### src/rtl/vec_mem_pkg.sv
// Shared types and default sizing for the vector memory sequencer.
package vec_mem_pkg;

  localparam int DEF_LANES  = 4;
  localparam int DEF_ELEM_W = 16;
  localparam int DEF_ADDR_W = 32;

  typedef enum logic [1:0] {
    IDLE   = 2'd0,
    ACCESS = 2'd1,
    FINISH = 2'd2
  } seqState_t;

endpackage

### src/rtl/vec_mem_sequencer.sv
// Serialises a scalar/vector load or store into one memory access per element; start-to-done
// is elements+1 cycles minimum, each access held until mem_ack, upstream frozen via stall.
module vec_mem_sequencer
  import vec_mem_pkg::*;
#(
  parameter int LANES  = DEF_LANES,
  parameter int ELEM_W = DEF_ELEM_W,
  parameter int ADDR_W = DEF_ADDR_W
) (
  input  logic                    clk,
  input  logic                    rst,
  input  logic                    start,
  input  logic                    is_store,
  input  logic                    is_vec,
  input  logic [ADDR_W-1:0]       base_addr,
  input  logic [LANES*ELEM_W-1:0] wdata_vec,
  output logic                    mem_req,
  output logic                    mem_we,
  output logic [ADDR_W-1:0]       mem_addr,
  output logic [ELEM_W-1:0]       mem_wdata,
  input  logic [ELEM_W-1:0]       mem_rdata,
  input  logic                    mem_ack,
  output logic                    stall,
  output logic                    busy,
  output logic                    done,
  output logic [LANES*ELEM_W-1:0] rdata_vec
);

  localparam int IDX_W = (LANES > 1) ? $clog2(LANES) : 1;

  seqState_t               state, stateNext;
  logic [IDX_W-1:0]        idx;
  logic                    capStore, capVec;
  logic [ADDR_W-1:0]       capBase;
  logic [LANES*ELEM_W-1:0] capWdata;
  logic [LANES*ELEM_W-1:0] rdataReg;
  logic [ELEM_W-1:0]       curWdata;
  logic                    isLast;
  logic                    accept;
  logic                    ackTaken;

  assign isLast    = capVec ? (idx == IDX_W'(LANES - 1)) : (idx == '0);
  assign accept    = (state == IDLE) && start;
  assign ackTaken  = (state == ACCESS) && mem_ack;
  assign rdata_vec = rdataReg;

  always_comb begin
    curWdata = '0;
    for (int i = 0; i < LANES; i++) begin
      if (idx == IDX_W'(i)) curWdata = capWdata[i*ELEM_W +: ELEM_W];
    end
  end

  always_ff @(posedge clk or posedge rst) begin
    if (rst) state <= IDLE;
    else     state <= stateNext;
  end

  always_comb begin
    stateNext = state;
    mem_req   = 1'b0;
    mem_we    = 1'b0;
    mem_addr  = '0;
    mem_wdata = '0;
    done      = 1'b0;
    busy      = 1'b1;
    stall     = 1'b0;
    case (state)
      IDLE: begin
        busy  = 1'b0;
        // A start must freeze decode in the same cycle it is presented.
        stall = start && !rst;
        if (start) stateNext = ACCESS;
      end
      ACCESS: begin
        mem_req   = 1'b1;
        mem_we    = capStore;
        mem_addr  = capBase + ADDR_W'(idx);
        mem_wdata = curWdata;
        stall     = 1'b1;
        if (mem_ack && isLast) stateNext = FINISH;
      end
      FINISH: begin
        done      = 1'b1;
        stateNext = IDLE;
      end
      default: begin
        busy      = 1'b0;
        stateNext = IDLE;
      end
    endcase
  end

  // Operands are only sampled from IDLE, so starts seen while busy cannot disturb them.
  always_ff @(posedge clk or posedge rst) begin
    if (rst) begin
      idx      <= '0;
      capStore <= 1'b0;
      capVec   <= 1'b0;
      capBase  <= '0;
      capWdata <= '0;
      rdataReg <= '0;
    end else if (accept) begin
      idx      <= '0;
      capStore <= is_store;
      capVec   <= is_vec;
      capBase  <= base_addr;
      capWdata <= wdata_vec;
    end else if (ackTaken) begin
      if (!capStore) begin
        for (int i = 0; i < LANES; i++) begin
          if (idx == IDX_W'(i)) rdataReg[i*ELEM_W +: ELEM_W] <= mem_rdata;
        end
      end
      if (!isLast) idx <= idx + IDX_W'(1);
    end
  end

endmodule

### config.mk
export PLATFORM = sky130hd
export DESIGN_NAME = vec_mem_sequencer
export DESIGN_NICKNAME = d
export VERILOG_FILES = /design/src/rtl/vec_mem_pkg.sv /design/src/rtl/vec_mem_sequencer.sv
export SDC_FILE = /design/constraint.sdc
export NUM_CORES = 1
export LEC_CHECK = 0
export ABC_AREA = 1
export CORE_ASPECT_RATIO = 1.2
export CORE_MARGIN = 5
export CORE_UTILIZATION = 48
export DETAILED_ROUTE_END_ITERATION = 6
export HOLD_SLACK_MARGIN = 0.03
export PLACE_DENSITY = 0.85
export SLEW_MARGIN = 20
export SYNTH_ARGS = -nofsm -noshare
export SYNTH_HDL_FRONTEND = slang
export SYNTH_SLANG_ARGS = --single-unit
### constraint.sdc
create_clock -name clk -period 6.1 [get_ports clk]
set_input_delay 1.22 -clock clk [delete_from_list [all_inputs] [get_ports clk]]
set_output_delay 1.22 -clock clk [all_outputs]
set_load 0.01 [all_outputs]
==> results_dict.tcl <==
set metrics [dict create \
    cts_buffers 17 \
    status "completed" \
    p_seq_frac 0.352 \
    cts_setup_buffers 0 \
    io_pins 235 \
    ant_nets 0 \
    rsz0062_at_grt "no" \
    crit_fanout 34 \
    maxSlewViolCount 0 \
    slew_headroom 0.2918 \
    grt_pass1_wl_mm 40.59 \
    die_h_um 152.2 \
    final_common_cell "nand2_1" \
    final_hold_viol_count 0 \
    r2r_start "state[0]" \
    h-tree-depth 4 \
    row_count 52 \
    areaGrowthSynthToFinish_pct 38.17 \
    drt-total-wl_mm 25.91 \
    grt_usage 0.2624 \
    worst-setup-path-type "reg -> out" \
    ctsHoldBuffers 0 \
    start_util 0.4837 \
    setup_violations 0 \
    cts_resized 0 \
    drt-vias-per-instance 5.144 \
    cp-end-kind "output pin" \
    path_delay_family "buffers and inverters" \
    max_slew.worst_pin.slew_ps 1059 \
    holdCritStartpoint "capWdata[48]" \
    vias 7845 \
    p_int_mw 3.396 \
    finalCriticalPeriod_ps 4276 \
    ir_drop_mv 0.2585 \
    start_kind "register" \
    crit_path_top_delay_cell "clkinv_1" \
    dieArea_sq_um 19560 \
    initialDrtViolationCount 623 \
    required_ps 4880 \
    stdcell_count 1525 \
    path_buf_inv 2 \
    pwr-share-clk 0.210 \
    die_x_um 128.5 \
    crit_chain "ha_1, clkinv_1, o21ai_0, a21oi_1, clkdlybuf4s50_1" \
    fin_nets 1424 \
    period_share 0.7010 \
    avgRoutedWirePerCell_um 16.99 \
    switching_power_mw 2.207 \
    drive_above_1_share 0.03743 \
    antenna_found_initial 0 \
    combPwrFrac 0.439 \
    grt_pass1_vias 7753 \
    min_path_type "reg -> reg" \
    skew_ps 5.569 \
    p_leak_nw 5.290 \
    clock-sinks 166 \
    cts_tree "done" \
    first_pass_iters 5 \
    swShare 0.3939 \
    netlist_instances 1089 \
    nFillCells 1344 \
    place.gp.congestion 0.9330 \
    diodes 0 \
    final_cell_mix "500 x nand2_1, 234 x clkdlybuf4s50_1, 166 x dfrtp_1" \
    placedCellCount 1493 \
    synthDistinctLibCells 27 \
    remaining_drc_errors 0 \
    numPortBuffers 234 \
    grt_overflow 0 \
    cap_violations 0 \
    netlist_area_sq_um 8088 \
    grt_max_degree 110 \
    seq_area_frac_synth 0.5136 \
    place_area_sq_um 10540 \
    clock_latency_ps 420 \
    clockRootBuffer "clkbuf_16" \
    cp-startpoint "idx[1]" \
    cp.arrival_ps 3060 \
    synth_nets 1217 \
    syn_avg_cell_area_sq_um 7.427 \
    coreArea_sq_um 16720 \
    dp_hpwl_mm 18.35 \
    ys_warn_count 0 \
    cp_slowest_stage_delay_ps 790 \
    pre_cts_ws_ps 1407 \
    powerDensity_nw_per_um2 501.4 \
    fin_ws_ps 1824 \
    clockBufferDepth 2 \
    stdcell_area_sq_um 11170 \
    fin_setup_tns_ps 0 \
    synth_seq_cells 166 \
    path_clk_slew_ps 70 \
    timing.fmax_mhz 233.8 \
]
-- final cells by class --
type / instances / area (sq um) / area share
Clock buffer: 19 / 442.9 / 0.03964
Clock inverter: 13 / 193.9 / 0.01736
Inverter: 70 / 269.0 / 0.02407
Multi-Input combinational cell: 800 / 3450 / 0.3087
Sequential cell: 166 / 4154 / 0.3717
Tap cell: 216 / 270.3 / 0.02419
Timing Repair Buffer: 241 / 2395 / 0.2143
-- state kept, by name (all words and copies together), names as in the netlist --
signal / cells
capBase: 32
idx: 2
capWdata: 64
state: 2
capVec: 1
capStore: 1
rdata_vec: 64
-- stage by stage --
stage	utilization	total power [mW]	hold WS (ps)
CTS	0.6681	5.619	477.8
detailed placement	0.6301	4.416	459.8
floorplan	-	3.217	443.6
global placement	0.6301	4.338	457.4
global route	0.6683	5.981	493.4
finish	0.6683	5.603	476.3
-- power by group through the flow --
stage / Clock, mW / Sequential (mW) / Combinational [mW]
global placement: 0 / 1.96 / 2.38
finish: 1.17 / 1.97 / 2.46
floorplan: 0 / 1.98 / 1.24
detailed placement: 0 / 1.98 / 2.44
global route: 1.23 / 2.03 / 2.72
CTS: 1.18 / 1.97 / 2.47
-- final timing paths --
kind	slack [ps]	endpoint	cells after the start
max reg2reg	2470	rdata_vec[61]	9
min reg2reg	480	capWdata[48]	2
min	480	capWdata[48]	2
min in group asynchronous	1360	capBase[9]	2
max	1820	mem_wdata[4]	5
max in group asynchronous	3620	rdata_vec[45]	3
-- synthesized netlist by cell type, drive strengths merged --
cell type	number	area [sq um]
nand3b	1	7.510
ha	9	112.6
nor2	72	307.8
xnor2	1	8.760
nor3	4	31.28
a211oi	1	7.510
xor2	2	17.52
o21a	2	15.01
buf	16	85.08
fa	1	20.02
or2	2	12.52
inv	70	262.8
dfrtp	166	4154
nand2	501	1883
nand3	15	75.07
o21ai	139	695.7
a21oi	49	245.2
nor3b	1	7.510
clkbuf	37	138.9
-- routing by layer --
layer	track usage	part of all wire	vias up
li1	-	-	3813
met1	0.3299	0.39	3644
met2	0.4408	0.50	339
met3	0.06978	0.087	49
met4	0.08254	0.023	0
met5	0	0	-
-- cells by family (layout without fill, tap and decap cells) --
family	count (synthesis)	count (layout)	synth area share
adder cells (fa/ha/maj)	10	10	0.01640
flip-flops	166	166	0.5136
buffers and inverters	123	343	0.06018
XOR/XNOR	3	3	0.003249
AO/OA/AOI/OAI	191	191	0.1191
AND/OR/NAND/NOR	596	596	0.2874
-- worst register-to-register path: cells and delay by family (launching register included) --
family / cells / cell delay (ps)
AOI/OAI and AO/OA: 1 / 220
adders and majority gates: 1 / 230
and+or+nand+nor: 3 / 1280
buffers and inverters: 4 / 1370
DFF: 1 / 380
No activity file was read; power rests on OpenSTA's default activity.
==> variant 1, RTL diff (config.mk and constraints unchanged) <==
Re-encode `seqState_t` (3 states) as one-hot, 3 bits wide.
--- a/src/rtl/vec_mem_pkg.sv
+++ b/src/rtl/vec_mem_pkg.sv
@@ -7,6 +7,6 @@
 
-  typedef enum logic [1:0] {
-    IDLE   = 2'd0,
-    ACCESS = 2'd1,
-    FINISH = 2'd2
+  typedef enum logic [2:0] {
+    IDLE   = 3'b001,
+    ACCESS = 3'b010,
+    FINISH = 3'b100
   } seqState_t;
Check against the original RTL: no difference found for any inputs over 4 cycles, from zero or initial values and one cycle with rst high; so few cycles prove little.
==> variant 1 against the unedited design <==
- first-iteration DRC count fell by 25%
- sequential power fell by 9%
- highest routed layer unchanged
- maximum frequency fell by 2.4%
- register-to-register slack improved by 1.2 ns
- global-route usage fell by 2.7 points
- clock skew rose by 0.0040 ns
- design area barely moved
- total power fell by 22%
- die area rose by 1.9%
- wire length fell by 11%
- sequential cell count rose by 1
- synthesized area rose by 2.0%
- setup slack got worse by 0.10 ns
- non-clock buffer count fell by 3
==> variant 1: results (changes against the unedited design) <==
Outcome
Run status: finished, final reports clean (unchanged).

Drt
The number of iterations in the first detailed-routing pass was 7 (was 5). The total number of vias is 7576 (was 7845). The initial DRC count came to 465 (was 623).

The via density per instance is 5.19 (was 5.14). The average wire length per cell after detail routing is 15.8 um (was 17.0 um).

Placement
The count of input and output buffers is 234 (unchanged). The placer's final routability congestion estimate is 0.952 (was 0.933). The HPWL after detailed placement was 16.8 mm (was 18.3 mm).

Worst hold path
The type of the worst min-delay path is register to register (unchanged).

Yosys
The net count after synthesis is 1148 (was 1217). The portion of the post-synthesis area used by sequential elements is 0.507 (was 0.514). The cell count after synthesis is 1023 (was 1089). List of most frequent post-synthesis cells: nand2_1 (425), dfrtp_1 (166), o21ai_0 (82) (was nand2_1 (500), dfrtp_1 (166), o21ai_0 (138)). The post-synthesis cell type count is 31 (was 27).

The number of warnings printed during yosys synthesis is 0 (unchanged). Leading post-synthesis cells by cell area: dfrtp_1 (50%), nand2_1 (19%), o21ai_2 (5.5%) (was dfrtp_1 (51%), nand2_1 (23%), o21ai_0 (8.5%)). The share of synthesized registers carrying an async set or reset came to 1.00 (unchanged).

The most used flip-flop cell after synthesis is dfrtp_1 (unchanged).

Critical path
The setup slack of the most critical reg-to-reg path came to 3.65 ns (was 2.47 ns). The maximum fanout encountered on the critical timing path came to 35 (was 34). The highest-delay cell along the critical path was nor2_4 (was clkinv_1). The gate family responsible for the most delay along the worst path is buffers and inverters (unchanged).

The stage delay of the slowest cell on the critical path was 0.61 ns (was 0.79 ns). The critical path arrival was 3.16 ns (was 3.06 ns).

Global routing
The met2 routing resource usage after global routing is 0.387 (was 0.441). The number of antenna violations at the first check in global routing was 1 (was 0). The pin count of the biggest net entering global routing is 92 (was 110). The global-route track usage on met3 is 0.0517 (was 0.0698). The global routing usage on met1 is 0.291 (was 0.330). The global-route total usage across every layer is 0.235 (was 0.262). The wire length of the first global-routing pass is 37.3 mm (was 40.6 mm).

STA
The relative slew slack is 0.411 (was 0.292). The worst hold margin was 0.466 ns (was 0.476 ns). The worst setup skew after layout was 0.00957 ns (was 0.00557 ns).

Layout
The count of fill cells added during filler insertion is 1368 (was 1344). The ratio of cells with drive above 1 in the final layout is 0.0892 (was 0.0374). The number of nets in the layout is 1356 (was 1424).

Clocking
The buffer cell driving the clock tree root is clkbuf_16 (unchanged). The maximum root-to-sink buffer count is 2 (unchanged). The number of H-tree levels was 4 (unchanged). Clock-pin slew was measured on the worst setup and hold paths at 0.06 ns. The number of gates resized after cts was 0 (unchanged). The clock latency of the later-clocked register in the worst-skew pair is 0.43 ns. The number of buffers added by the clock tree synthesis step is 17 (unchanged). The post-CTS setup-driven buffer insertion count is 0 (unchanged).

Power and ir drop
The maximum vdd drop is 0.000205 V (was 0.000259 V). The share of power burned in registers is 0.411 (was 0.352). The leakage power figure is 5.09 nW (was 5.29 nW). The cell-internal power is 2.73 mW (was 3.40 mW). The clock share of power is 0.250 (was 0.210).
-- variant 1: cell type report --
cell class | count | share of cell area
Antenna cell | 1 | 0.000224
Clock buffer | 18 | 0.0384
Clock inverter | 14 | 0.0151
Inverter | 65 | 0.0223
Multi-Input combinational cell | 742 | 0.313
Sequential cell | 167 | 0.374
Tap cell | 216 | 0.0242
Timing Repair Buffer | 238 | 0.212
-- variant 1: path summary, 6_finish.rpt --
| kind | from | to | cells after the start |
|---|---|---|---|
| max | start | stall | 6 |
| min | capWdata[63]$_DFFE_PP0P_ | capWdata[63]$_DFFE_PP0P_ | 2 |
| max reg2reg | state[0]$_DFFE_PP1P_ | capWdata[26]$_DFFE_PP0P_ | 5 |
| min reg2reg | capWdata[63]$_DFFE_PP0P_ | capWdata[63]$_DFFE_PP0P_ | 2 |
| max in group asynchronous | rst | rdata_vec[43]$_DFFE_PP0P_ | 3 |
| min in group asynchronous | rst | capBase[11]$_DFFE_PP0P_ | 2 |
-- variant 1: layer usage --
metal  vias up  share of wire
li1       3667              -
met1      3542           0.40
met2       301           0.49
met3        66          0.068
met4         0          0.042
met5         -              0
-- variant 1: kinds of logic after synthesis --
kind of cell,share of synthesized area
adder cells (fa/ha/maj),0.0115
flip-flops,0.507
buffers and inverters,0.0705
AO/OA/AOI/OAI,0.143
XOR/XNOR,0.00318
AND/OR/NAND/NOR,0.265
-- variant 1: through the flow --
step | total power, mW | util | worst slack, ns | area (um^2)
final | 4.37 | 0.660 | 1.72 | 11200
after global routing | 4.68 | 0.660 | 1.53 | 11200
after floorplan | 2.70 | - | 0.363 | 8250
after global placement | 3.23 | 0.624 | 1.73 | 10600
after detailed placement | 3.29 | 0.624 | 1.70 | 10600
after CTS | 4.38 | 0.660 | 1.69 | 11200
==> variant 2, RTL diff (same flow settings) <==
Made on the original files. Set the package constant `DEF_ADDR_W` to 64 (it was 32).
--- a/src/rtl/vec_mem_pkg.sv
+++ b/src/rtl/vec_mem_pkg.sv
@@ -5,3 +5,3 @@
   localparam int DEF_ELEM_W = 16;
-  localparam int DEF_ADDR_W = 32;
+  localparam int DEF_ADDR_W = 64;
 
Ports: changed (resized base_addr and mem_addr); port bits go from 235 to 299. No check against the original RTL was run, so the function may have changed too.
==> variant 2 against the unedited design <==
- wire length grew 36%
- sequential cell count increased by 32
- register-to-register slack gained 0.63 ns
- synthesized area grew 30%
- count of clock-buffer cells in the layout fell by 1
- design area rose by 28%
- total power increased by 17%
- setup slack gained 0.049 ns
- critical endpoint is now mem_wdata[2]
==> variant 2: results (changes against the unedited design) <==
Outcome
Run status: finished, final reports clean (unchanged).

Placement
The count of input and output buffers came to 298 (was 234). The placement-stage worst setup slack came to 2.14 ns (was 1.41 ns). The HPWL after detailed placement was 26.9 mm (was 18.3 mm). The placer's final routability congestion estimate is 1.01 (was 0.933).

STA
The actual slew at the worst max-slew pin is 1.04 ns (was 1.06 ns). The final critical-path required period came to 4.23 ns (was 4.28 ns).

Power and ir drop
The leakage power figure was 6.38 nW (was 5.29 nW). The maximum vdd drop is 0.000527 V (was 0.000259 V).

Drt
The initial DRC count was 778 (was 623). The number of iterations in the first detailed-routing pass was 7 (was 5). The detailed-route wire length is 35.3 mm (was 25.9 mm). The total number of vias came to 10376 (was 7845).

Critical path
The gate family responsible for the most delay along the worst path is adder cells (was buffers and inverters). The critical path arrival is 3.01 ns (was 3.06 ns). The terminus of the critical flop-to-flop path is rdata_vec[33]$_DFFE_PP0P_ (was rdata_vec[61]$_DFFE_PP0P_). The stage delay of the slowest cell on the critical path is 0.85 ns (was 0.79 ns). The highest-delay cell along the critical path is ha_1 (was clkinv_1). The end point of the critical path is mem_wdata[2] (was mem_wdata[4]).

The maximum fanout encountered on the critical timing path is 33 (was 34).

Yosys
The net count after synthesis came to 1605 (was 1217). The post-synthesis cell type count is 31 (was 27). Leading post-synthesis cells by cell area: dfrtp_1 (47%), nand2_1 (20%), o21ai_0 (7.3%) (was dfrtp_1 (51%), nand2_1 (23%), o21ai_0 (8.5%)). The flip-flop and latch count after synthesis is 198 (was 166). The share of synthesized registers carrying an async set or reset came to 1.00 (unchanged). The portion of the post-synthesis area used by sequential elements was 0.472 (was 0.514).

The mean instance size in the synthesized netlist is 7.27 um^2 (was 7.43 um^2).

Layout
The post-layout instance count excluding filler cells is 2001 (was 1525). The count of fill cells added during filler insertion was 1885 (was 1344). The ratio of cells with drive above 1 in the final layout is 0.0573 (was 0.0374). The register area is 0.00495 mm^2 (was 0.00415 mm^2).

Global routing
The global-route total usage across every layer is 0.281 (was 0.262). The wire length of the first global-routing pass was 55.9 mm (was 40.6 mm). The pin count of the biggest net entering global routing came to 106 (was 110).

Clocking
The clock latency of the later-clocked register in the worst-skew pair was 0.46 ns (was 0.42 ns).

Worst hold path
The startpoint of the worst hold path was capWdata[54]$_DFFE_PP0P_ (was capWdata[48]$_DFFE_PP0P_).
variant 2: final cells by class:
class	instances	share of cell area
tap	274	0.0240
timing repair buffer	307	0.214
clock buffer	18	0.0307
inverter	127	0.0338
multi-input combinational	1063	0.337
clock inverter	14	0.0133
sequential	198	0.347
variant 2: logic make-up (layout without fill, tap and decap cells):
kind of cell,Yosys count,count (layout),share of synthesized area
compound gates,216,216,0.104
xor+xnor,13,13,0.0108
simple gates,792,792,0.297
mux,32,32,0.0343
flops,198,198,0.472
buf+inv,184,466,0.0692
fa+ha+maj,10,10,0.0126
variant 2: worst min path at each step:
stage                     slack, ns                       end  depth (start not counted)
after floorplan                0.44  capWdata[48]$_DFFE_PP0P_                          2
after global placement         0.46  capWdata[55]$_DFFE_PP0P_                          2
after detailed placement       0.46  capWdata[55]$_DFFE_PP0P_                          2
after CTS                      0.48  capWdata[55]$_DFFE_PP0P_                          2
after global routing           0.50   capWdata[1]$_DFFE_PP0P_                          2
final                          0.48  capWdata[54]$_DFFE_PP0P_                          2
variant 2: layer usage:
metal | global-route usage | up-vias | wire, um
li1 | - | 5034 | -
met1 | 0.324 | 4862 | 13700
met2 | 0.502 | 390 | 17800
met3 | 0.0689 | 90 | 2420
met4 | 0.116 | 0 | 1440
met5 | 0 | - | 0
variant 2: tightest hold or removal path, cell delays in order, from the launching register on:
cell and delay (ns):
dfrtp_1 0.35, nand2_1 0.05, nand2_1 0.05
variant 2: report_power, final:
part           internal (mW)  leakage, nW  switching, mW
logic                   1.33         3.64           1.64
clock network          0.579        0.304          0.612
registers               1.91         2.44          0.480
